[src/rtl/pipeline_sequencer_if.sv]
// Bundle of EX-stage inputs and sequencing outputs exchanged between the
// EX pipeline register / ALU / PC logic (master) and the sequencer (slave).
interface pipeline_sequencer_if #(
    parameter int CNT_W = 16
);
    // EX stage view presented to the sequencer
    logic             ex_instr_valid;
    logic [6:0]       ex_opcode;
    logic [2:0]       ex_funct3;
    logic [6:0]       ex_funct7;
    logic [31:0]      alu_result;
    logic [31:0]      pc_ex;
    logic [31:0]      imm_b_ext;
    logic [31:0]      imm_j_ext;

    // Sequencer decisions back to PC/fetch/writeback logic
    logic             pc_redirect;
    logic [31:0]      pc_target;
    logic             fetch_hold;
    logic             ex_kill;
    logic             ex_commit;
    logic             mul_busy;
    logic [CNT_W-1:0] taken_cnt;
    logic [CNT_W-1:0] stall_cnt;

    modport master (
        output ex_instr_valid, ex_opcode, ex_funct3, ex_funct7,
               alu_result, pc_ex, imm_b_ext, imm_j_ext,
        input  pc_redirect, pc_target, fetch_hold, ex_kill, ex_commit,
               mul_busy, taken_cnt, stall_cnt
    );

    modport slave (
        input  ex_instr_valid, ex_opcode, ex_funct3, ex_funct7,
               alu_result, pc_ex, imm_b_ext, imm_j_ext,
        output pc_redirect, pc_target, fetch_hold, ex_kill, ex_commit,
               mul_busy, taken_cnt, stall_cnt
    );
endinterface

[src/rtl/pipeline_sequencer.sv]
// Pipeline sequencer: resolves taken branches/JAL around the EX instruction,
// kills the single wrong-path instruction behind a redirect, holds fetch for
// the duration of a multi-cycle multiply, and keeps saturating counters of
// redirects and stall cycles.
module pipeline_sequencer #(
    parameter int MUL_LAT = 3,
    parameter int CNT_W   = 16
) (
    input  logic                 clk,
    input  logic                 rst,
    pipeline_sequencer_if.slave  bus
);

    typedef enum logic [1:0] {
        ST_RUN  = 2'd0,
        ST_MUL  = 2'd1,
        ST_KILL = 2'd2
    } state_t;

    // A single-cycle multiply commits straight from RUN with no MUL state.
    localparam bit         SINGLE_CYCLE_MUL = (MUL_LAT == 1);
    localparam logic [3:0] MUL_LOAD         = 4'(MUL_LAT - 1);

    state_t     state_q, state_d;
    logic [3:0] cnt_q, cnt_d;

    logic        is_mul;
    logic        is_jal;
    logic        is_branch;
    logic        br_taken;

    logic        redirect_c;
    logic [31:0] target_c;
    logic        hold_c;
    logic        kill_c;
    logic        commit_c;
    logic        busy_c;

    // Performance counters: index 0 counts redirects, index 1 counts stalls.
    logic [1:0]       perf_inc;
    logic [CNT_W-1:0] perf_q [2];

    // Instruction classification of the EX instruction
    always_comb begin
        is_mul    = (bus.ex_opcode == 7'h33) && (bus.ex_funct7 == 7'h01) &&
                    ((bus.ex_funct3 == 3'b000) || (bus.ex_funct3 == 3'b001) ||
                     (bus.ex_funct3 == 3'b011));
        is_jal    = (bus.ex_opcode == 7'h6F);
        is_branch = (bus.ex_opcode == 7'h63);
        br_taken  = 1'b0;
        // beq/bne test a subtraction result; lt/ltu variants test an slt bit
        case (bus.ex_funct3)
            3'b000:        br_taken = (bus.alu_result == 32'd0);
            3'b001:        br_taken = (bus.alu_result != 32'd0);
            3'b100,
            3'b110:        br_taken = bus.alu_result[0];
            3'b101,
            3'b111:        br_taken = ~bus.alu_result[0];
            default:       br_taken = 1'b0;
        endcase
    end

    // Next-state and strobe generation
    always_comb begin
        state_d    = state_q;
        cnt_d      = cnt_q;
        redirect_c = 1'b0;
        target_c   = 32'd0;
        hold_c     = 1'b0;
        kill_c     = 1'b0;
        commit_c   = 1'b0;
        busy_c     = 1'b0;
        case (state_q)
            ST_RUN: begin
                if (bus.ex_instr_valid) begin
                    if (is_mul) begin
                        if (SINGLE_CYCLE_MUL) begin
                            commit_c = 1'b1;
                        end else begin
                            hold_c  = 1'b1;
                            busy_c  = 1'b1;
                            cnt_d   = MUL_LOAD;
                            state_d = ST_MUL;
                        end
                    end else if (is_jal) begin
                        redirect_c = 1'b1;
                        target_c   = bus.pc_ex + bus.imm_j_ext;
                        commit_c   = 1'b1;
                        state_d    = ST_KILL;
                    end else if (is_branch && br_taken) begin
                        redirect_c = 1'b1;
                        target_c   = bus.pc_ex + bus.imm_b_ext;
                        commit_c   = 1'b1;
                        state_d    = ST_KILL;
                    end else begin
                        commit_c = 1'b1;
                    end
                end
            end
            ST_MUL: begin
                // EX inputs are deliberately ignored: the multiply owns EX.
                busy_c = 1'b1;
                cnt_d  = cnt_q - 4'd1;
                if (cnt_q > 4'd1) begin
                    hold_c = 1'b1;
                end else begin
                    commit_c = 1'b1;
                    state_d  = ST_RUN;
                end
            end
            ST_KILL: begin
                // Wrong-path slot: whatever sits in EX becomes a bubble.
                kill_c  = 1'b1;
                state_d = ST_RUN;
            end
            default: begin
                state_d = ST_RUN;
            end
        endcase
    end

    // State and multiply down-counter registers
    always_ff @(posedge clk) begin
        if (rst) begin
            state_q <= ST_RUN;
            cnt_q   <= 4'd0;
        end else begin
            state_q <= state_d;
            cnt_q   <= cnt_d;
        end
    end

    assign perf_inc[0] = redirect_c;
    assign perf_inc[1] = hold_c;

    generate
        for (genvar gi = 0; gi < 2; gi++) begin : g_perf
            // Saturating event counter
            always_ff @(posedge clk) begin
                if (rst) begin
                    perf_q[gi] <= '0;
                end else if (perf_inc[gi] && (perf_q[gi] != '1)) begin
                    perf_q[gi] <= perf_q[gi] + CNT_W'(1);
                end
            end
        end
    endgenerate

    // Every output reads as zero while reset is held, including counters.
    assign bus.pc_redirect = redirect_c & ~rst;
    assign bus.pc_target   = rst ? 32'd0 : target_c;
    assign bus.fetch_hold  = hold_c & ~rst;
    assign bus.ex_kill     = kill_c & ~rst;
    assign bus.ex_commit   = commit_c & ~rst;
    assign bus.mul_busy    = busy_c & ~rst;
    assign bus.taken_cnt   = rst ? '0 : perf_q[0];
    assign bus.stall_cnt   = rst ? '0 : perf_q[1];

endmodule

[src/flat_wrapper.sv]
// flat-port wrapper written by rule: the top's interface ports become plain ports
module pipeline_sequencer_flat 
#(
    parameter int MUL_LAT = 3,
    parameter int CNT_W   = 16
)
  (clk, rst, bus_ex_instr_valid, bus_ex_opcode, bus_ex_funct3, bus_ex_funct7, bus_alu_result, bus_pc_ex, bus_imm_b_ext, bus_imm_j_ext, bus_pc_redirect, bus_pc_target, bus_fetch_hold, bus_ex_kill, bus_ex_commit, bus_mul_busy, bus_taken_cnt, bus_stall_cnt);
  pipeline_sequencer_if #(.CNT_W(CNT_W)) bus_i ();
  input  logic clk;
  input  logic rst;
  input wire logic [$bits(bus_i.ex_instr_valid)-1:0] bus_ex_instr_valid;
  input wire logic [$bits(bus_i.ex_opcode)-1:0] bus_ex_opcode;
  input wire logic [$bits(bus_i.ex_funct3)-1:0] bus_ex_funct3;
  input wire logic [$bits(bus_i.ex_funct7)-1:0] bus_ex_funct7;
  input wire logic [$bits(bus_i.alu_result)-1:0] bus_alu_result;
  input wire logic [$bits(bus_i.pc_ex)-1:0] bus_pc_ex;
  input wire logic [$bits(bus_i.imm_b_ext)-1:0] bus_imm_b_ext;
  input wire logic [$bits(bus_i.imm_j_ext)-1:0] bus_imm_j_ext;
  output wire logic [$bits(bus_i.pc_redirect)-1:0] bus_pc_redirect;
  output wire logic [$bits(bus_i.pc_target)-1:0] bus_pc_target;
  output wire logic [$bits(bus_i.fetch_hold)-1:0] bus_fetch_hold;
  output wire logic [$bits(bus_i.ex_kill)-1:0] bus_ex_kill;
  output wire logic [$bits(bus_i.ex_commit)-1:0] bus_ex_commit;
  output wire logic [$bits(bus_i.mul_busy)-1:0] bus_mul_busy;
  output wire logic [$bits(bus_i.taken_cnt)-1:0] bus_taken_cnt;
  output wire logic [$bits(bus_i.stall_cnt)-1:0] bus_stall_cnt;
  assign bus_i.ex_instr_valid = bus_ex_instr_valid;
  assign bus_i.ex_opcode = bus_ex_opcode;
  assign bus_i.ex_funct3 = bus_ex_funct3;
  assign bus_i.ex_funct7 = bus_ex_funct7;
  assign bus_i.alu_result = bus_alu_result;
  assign bus_i.pc_ex = bus_pc_ex;
  assign bus_i.imm_b_ext = bus_imm_b_ext;
  assign bus_i.imm_j_ext = bus_imm_j_ext;
  assign bus_pc_redirect = bus_i.pc_redirect;
  assign bus_pc_target = bus_i.pc_target;
  assign bus_fetch_hold = bus_i.fetch_hold;
  assign bus_ex_kill = bus_i.ex_kill;
  assign bus_ex_commit = bus_i.ex_commit;
  assign bus_mul_busy = bus_i.mul_busy;
  assign bus_taken_cnt = bus_i.taken_cnt;
  assign bus_stall_cnt = bus_i.stall_cnt;
  pipeline_sequencer #(.MUL_LAT(MUL_LAT), .CNT_W(CNT_W)) u_core (.clk(clk), .rst(rst), .bus(bus_i));
endmodule
[config.mk]
export PLATFORM = sky130hd
export DESIGN_NAME = pipeline_sequencer_flat
export DESIGN_NICKNAME = d
export VERILOG_FILES = /design/src/rtl/pipeline_sequencer_if.sv /design/src/rtl/pipeline_sequencer.sv /design/src/flat_wrapper.sv
export SDC_FILE = /design/constraint.sdc
export NUM_CORES = 1
export LEC_CHECK = 0
export CAP_MARGIN = 20
export CELL_PAD_IN_SITES_DETAIL_PLACEMENT = 0
export CELL_PAD_IN_SITES_GLOBAL_PLACEMENT = 1
export CORE_ASPECT_RATIO = 1.4
export CORE_UTILIZATION = 32
export CTS_CLUSTER_SIZE = 25
export DETAILED_ROUTE_END_ITERATION = 10
export PLACE_DENSITY = 0.95
export RECOVER_POWER = 100
export SYNTH_ARGS = -nofsm -noshare
export SYNTH_HDL_FRONTEND = slang
export SYNTH_SLANG_ARGS = --single-unit
[constraint.sdc]
create_clock -name clk -period 4.4 [get_ports clk]
set_input_delay 0.88 -clock clk [delete_from_list [all_inputs] [get_ports clk]]
set_output_delay 0.88 -clock clk [all_outputs]
set_load 0.02 [all_outputs]
==> results of run 1 <==
## final cells by class
cell class                      count  area [µm²]
Tap cell                          236       295.3
Clock inverter                      2       10.01
Inverter                           30       115.1
Timing Repair Buffer              416        3587
Clock buffer                        6       150.1
Sequential cell                    38       920.9
Multi-Input combinational cell    685        5310
Fill cell                        1525        7084
## report_power, final
group	leakage [µW]	internal [µW]	switching, µW
Combinational	0.00411	572	468
Clock	0.0000818	242	146
Sequential	0.000342	372	6.32
Total	0.00453	1190	620
## state kept, by name, indices dropped and copies added, names as in the netlist
register,count
u_core.state_q,2
u_core.cnt_q,4
u_core.perf_q,32
## path summary, 6_finish.rpt
kind | start | cells past startpoint | endpoint
max | bus_pc_ex[1] | 14 | bus_pc_target[29]
max reg2reg | u_core.perf_q[0][0] | 7 | u_core.perf_q[0][3]
min reg2reg | u_core.perf_q[1][0] | 1 | u_core.perf_q[1][0]
min | u_core.perf_q[1][0] | 1 | u_core.perf_q[1][0]
## layout by cell type (no fill, tap or decap), types with 25 or more instances in the layout
| cell | count |
|---|---|
| a21o_1 | 28 |
| a21oi_1 | 59 |
| buf_4 | 187 |
| clkdlybuf4s50_1 | 102 |
| dlygate4sd3_1 | 35 |
| ha_1 | 36 |
| ha_4 | 30 |
| inv_1 | 26 |
| nand2_1 | 60 |
| nand3_1 | 25 |
| nor2_1 | 87 |
| nor2b_1 | 35 |
| o21ai_0 | 32 |
| xnor2_1 | 37 |
| xor2_1 | 40 |
## cell usage after synthesis, drive strengths merged (7+ instances only)
| library cell | instances | area (µm²) |
|---|---|---|
| nand2b | 9 | 56.30 |
| xor2 | 41 | 359.1 |
| dfxtp | 22 | 440.4 |
| nand2 | 63 | 239.0 |
| a211oi | 7 | 57.55 |
| nor2 | 89 | 334.1 |
| inv | 30 | 112.6 |
| ha | 66 | 825.8 |
| nor3 | 17 | 85.08 |
| nor2b | 36 | 225.2 |
| o21a | 10 | 75.07 |
| o21bai | 9 | 67.56 |
| o211ai | 9 | 72.57 |
| clkbuf | 23 | 86.33 |
| a21oi | 78 | 390.4 |
| and3 | 13 | 81.33 |
| nor4 | 10 | 62.56 |
| nand4 | 15 | 93.84 |
| o22ai | 13 | 81.33 |
| o21ai | 42 | 214.0 |
| nand3 | 28 | 140.1 |
| a21o | 28 | 210.2 |
| edfxtp | 16 | 480.5 |
| xnor2 | 38 | 332.8 |
## routing by layer
metal	vias to the layer above	share of wire, %
li1	3624	-
met1	3418	37
met2	245	53
met3	78	5.0
met4	0	4.6
met5	-	0
## kinds of logic after synthesis
family | Yosys count | synth area share, %
flip-flops | 38 | 16.00
buffers and inverters | 57 | 3.762
AO/OA/AOI/OAI | 230 | 25.96
multiplexers | 9 | 1.696
AND/OR/NAND/NOR | 299 | 25.51
XOR/XNOR | 79 | 12.02
adder cells (fa/ha/maj) | 68 | 15.05
## timing repair
item,in CTS,in global routing
pin swaps,91,50
setup buffers,25,4
endpoints found under the setup margin,33,28
hold endpoints to repair,0,0
resized for setup,309,72
## through the flow
step	total power [µW]	cell area (µm²)	setup slack [ns]	cells
floorplan	834.7	5759	0.1050	780
global placement	1266	9472	-1.009	1381
detailed placement	1275	9472	-1.057	1381
CTS	1769	10250	-0.1013	1411
global route	1917	10390	-0.1080	1413
finish	1807	10390	-0.06212	1413
## critical path: stages
cell and delay [ns]:
buf_8 0.10, buf_6 0.12, ha_4 0.26, a211oi_2 0.07
o21a_1 0.20, a211o_1 0.38, a2111oi_4 0.39, o211ai_2 0.20
buf_4 0.19, o21ai_1 0.12, a21oi_1 0.09, xor2_1 0.17
o22ai_1 0.22, buf_4 0.19
==> results.sh, run 1 <==
export IMPL_detail_route_wl_per_cell_um=15.56
export IMPL_ys_warn_count=0
export IMPL_leakage_uw=0.004532
export IMPL_portBuffers=216
export IMPL_hp_class="reg2reg"
export IMPL_synth_ff_type="dfxtp_1"
export IMPL_power_density_mw_per_mm2=174.0
export IMPL_via_per_inst=5.212
export IMPL_fin_skew_ns=0.003353
export IMPL_cts_hold_fix_buffers=0
export IMPL_async_reset_ff_share_pct=0
export IMPL_post_route_drc_count=0
export IMPL_vias=7365
export IMPL_fin_crit_sh_pct=101.4
export IMPL_grtUsageMet3_pct=3.660
export IMPL_syn2layout_area_growth_pct=80.54
export IMPL_ys_seq_elements=38
export IMPL_grt_antenna_before_repair=0
export IMPL_hold_worst_slack_ns=0.5082
export IMPL_fmax_ghz=0.2241
export IMPL_top_usage_layer="met2"
export IMPL_crit_required_ns=3.52
export IMPL_detail_route_wirelength_um=21980
export IMPL_synth_area_mm2=0.005754
export IMPL_cts_sinks=38
export IMPL_ios=217
export IMPL_grt_start_max_net_pins=40
export IMPL_synth_edf_count=16
export IMPL_end_kind="output pin"
export IMPL_cp_arrival_ns=3.58
export IMPL_num_antenna_cells=0
export IMPL_worst_pin_slew_ns=0.7687
export IMPL_numCtsBuffers=5
export IMPL_startpoint_type="primary input"
export IMPL_slew_violations=0
export IMPL_drv_cap=0
export IMPL_grt_pass1_vias=7408
export IMPL_final_setup_tns_ns=-0.06212
export IMPL_core_region_area_mm2=0.01747
export IMPL_drtPass1Iterations=5
export IMPL_gr_usage_met2_pct=43.52
export IMPL_min_period_ns=4.462
export IMPL_status="finished, violations left"
export IMPL_rsz0062_at_grt="true"
export IMPL_clk_pin_slew_worst_paths_ns=0.06
export IMPL_dieArea_mm2=0.01853
export IMPL_post_route_cells_drive_above_1_share_pct=30.42
export IMPL_drt_iter0_markers=287
export IMPL_worstSetupPathType="in2out"
export IMPL_setup_viol=1
export IMPL_ir_drop_v=0.0003311
export IMPL_die_w_um=115.3
export IMPL_critPathMaxFanout=3
export IMPL_clockBufferDepth=2
export IMPL_synth_nets=996
export IMPL_hold_violations=0
export IMPL_utilization_pct=59.46
export IMPL_gr_total_overflow=0
export IMPL_root_buffer="clkbuf_16"
export IMPL_gp_congestion=0.9349
export IMPL_fin_nets=1392
export IMPL_postSynthAreaPerCell_um2=7.377
export IMPL_postRouteAntennaNets=0
export IMPL_htree_levels=2
export IMPL_violations="negative setup slack"
export IMPL_grt_pass1_wl_um=34480
export IMPL_cts_tree="built"
export IMPL_ys_types=65
export IMPL_grt_total_usage_pct=23.17
export IMPL_clock_latency_ns=0.29
export IMPL_rows=57
export IMPL_start_util_pct=32.93
export IMPL_r2r_slack_ns=1.88
export IMPL_setup_ws_ns=-0.06212
export IMPL_dp_hpwl_um=16970
export IMPL_grt_use_met1_pct=24.70
export IMPL_syn_inst=780
export IMPL_yosysSeqAreaShare_pct=16.00
export IMPL_die_h_um=160.7
export IMPL_slew_headroom_pct=48.75
(Power assumes the default switching activity.)
==> run 2: changes to the inputs <==
CELL_PAD_IN_SITES_DETAIL_PLACEMENT = 1   (was 0)
CELL_PAD_IN_SITES_GLOBAL_PLACEMENT = 2   (was 1)
CORE_UTILIZATION = 24   (was 32)
PLACE_DENSITY = 0.93   (was 0.95)
==> run 2 against run 1 <==
The flow still finishes with violations (negative setup slack). Utilization down 15 points. Highest routed layer unchanged. Clock skew up 0.0021 ns. Final cell count increased by 5.0%. Register-to-register slack about the same. Via count rose by 0.88%. Setup slack lost 0.027 ns. Non-clock buffer count up 1. Sequential power barely moved. Total power increased by 3.3%.
==> results.sh, run 2 (same netlist as run 1, synthesis figures left out) <==
export IMPL_r2r_start="u_core.perf_q[0][0]"
export IMPL_critPathMaxFanout=4
export IMPL_final_setup_tns_ns=-0.1763
export IMPL_clock_latency_ns=0.28
export IMPL_setup_ws_ns=-0.08900
export IMPL_slew_headroom_pct=47.62
export IMPL_hold_worst_slack_ns=0.5127
export IMPL_drtPass1Iterations=4
export IMPL_largest_register="u_core.perf_q"
export IMPL_largest_reg_flops=32
export IMPL_min_period_ns=4.489
export IMPL_violations="negative setup slack"
export IMPL_core_region_area_mm2=0.02337
export IMPL_critPathLaunch="bus_imm_j_ext[6]"
export IMPL_fin_skew_ns=0.005474
export IMPL_die_h_um=185.2
export IMPL_fill_cells=2795
export IMPL_largestRegisters="u_core.perf_q: 32 flops, u_core.cnt_q: 4 flops, u_core.state_q: 2 flops"
export IMPL_clockBufferDepth=2
export IMPL_die_w_um=132.9
export IMPL_pre_cts_slack_ns=-1.296
export IMPL_power_density_mw_per_mm2=177.8
export IMPL_hold_violations=0
export IMPL_htree_levels=2
export IMPL_post_dp_cell_area_mm2=0.009597
export IMPL_fin_nets=1393
export IMPL_reg2reg_to="u_core.perf_q[0][6]"
export IMPL_grt_antenna_before_repair=0
export IMPL_end_kind="output pin"
export IMPL_leakage_uw=0.004502
export IMPL_ios=217
export IMPL_rows=66
export IMPL_post_route_drc_count=0
export IMPL_rsz0062_at_grt="true"
export IMPL_grt_total_usage_pct=20.30
export IMPL_worst_pin_slew_ns=0.7857
export IMPL_setup_viol=6
export IMPL_num_antenna_cells=0
export IMPL_crit_required_ns=3.52
export IMPL_syn2layout_area_growth_pct=82.41
export IMPL_grt_pass1_wl_um=40260
export IMPL_root_buffer="clkbuf_16"
export IMPL_worstSetupPathType="in2out"
export IMPL_drv_cap=0
export IMPL_grt_start_max_net_pins=40
export IMPL_p_total_uw=1866
export IMPL_drt_iter0_markers=165
export IMPL_postRouteAntennaNets=0
export IMPL_cts_sinks=38
export IMPL_ir_drop_v=0.0002084
export IMPL_final_common_cell="buf_4"
export IMPL_cp_arrival_ns=3.61
export IMPL_start_util_pct=24.62
export IMPL_grt_pass1_vias=8103
export IMPL_clk_pin_slew_worst_paths_ns=0.06
export IMPL_detail_route_wl_per_cell_um=17.98
export IMPL_endpoint="bus_pc_target[27]"
export IMPL_vias=7430
export IMPL_status="finished, violations left"
export IMPL_dieArea_mm2=0.02461
export IMPL_via_per_inst=5.010
export IMPL_slew_violations=0
export IMPL_detail_route_wirelength_um=26670
export IMPL_post_route_cells_drive_above_1_share_pct=31.61
export IMPL_startpoint_type="primary input"
export IMPL_final_area_mm2=0.01050
export IMPL_gp_congestion=0.8637
export IMPL_portBuffers=216
export IMPL_fin_crit_sh_pct=102.0
export IMPL_r2r_cells=7
export IMPL_numCtsBuffers=5
export IMPL_gr_total_overflow=0
export IMPL_fmax_ghz=0.2228
export IMPL_cts_tree="built"
export IMPL_r2r_slack_ns=1.88
export IMPL_dp_hpwl_um=20240
export IMPL_hp_class="reg2reg"
export IMPL_final_cell_mix="buf_4 (195), clkdlybuf4s50_1 (103), nor2_1 (85)"
-- run 2: area by class of cell --
cell class	instances	area [µm²]	share of cell area [%]
flip-flops and latches	38	920.9	8.773
well taps	306	382.9	3.648
clock buffers	7	163.9	1.562
multi-input cells	685	5368	51.14
inverters	30	112.6	1.073
repair buffers	417	3548	33.81
-- run 2: through the flow --
| stage | std cells | utilization (%) |
|---|---|---|
| global route | 1483 | 44.91 |
| floorplan | 780 | - |
| finish | 1483 | 44.91 |
| CTS | 1479 | 44.21 |
| global placement | 1456 | 41.06 |
| detailed placement | 1456 | 41.06 |
-- run 2: worst min path at each step --
stage	slack [ns]	depth (start not counted)	from	to
2_1_floorplan	0.46	1	u_core.perf_q[1][9]	u_core.perf_q[1][9]
3_3_place_gp	0.48	1	u_core.perf_q[1][0]	u_core.perf_q[1][0]
3_5_place_dp	0.50	1	u_core.perf_q[1][0]	u_core.perf_q[1][0]
4_1_cts	0.51	1	u_core.perf_q[1][0]	u_core.perf_q[1][0]
5_1_grt	0.53	1	u_core.perf_q[1][0]	u_core.perf_q[1][0]
6_report	0.51	1	u_core.perf_q[1][0]	u_core.perf_q[1][0]
-- run 2: repair_timing --
action,in CTS,in global routing
setup buffers,18,4
setup endpoints to repair,33,33
hold buffers,0,0
pin swaps,82,46
cloned,0,0
gates resized for setup,293,90
-- run 2: critical path, cell delays in order --
cell	delay, ns
dlygate4sd2_1	0.27
ha_4	0.29
o21a_4	0.14
o31ai_4	0.07
a211o_4	0.35
a2111oi_4	0.40
o211ai_2	0.23
o21ai_2	0.21
nand3_1	0.09
and2_4	0.16
xor2_1	0.16
o22ai_2	0.19
buf_6	0.15
-- run 2: power by group --
group	switching [µW]	total, µW	leakage (µW)	internal [µW]
registers	6.69	379	0.000342	372
logic	506	1090	0.00408	580
clock network	144	401	0.0000811	257
total	657	1870	0.00450	1210
-- run 2: routing by layer --
| metal | up-vias | share of wire [%] | routed length, µm | GRT usage [%] |
|---|---|---|---|---|
| li1 | 3615 | - | - | - |
| met1 | 3588 | 37 | 9925 | 20.85 |
| met2 | 175 | 56 | 15050 | 41.51 |
| met3 | 52 | 3.2 | 846 | 1.970 |
| met4 | 0 | 3.2 | 848 | 7.540 |
| met5 | - | 0 | 0 | 0 |
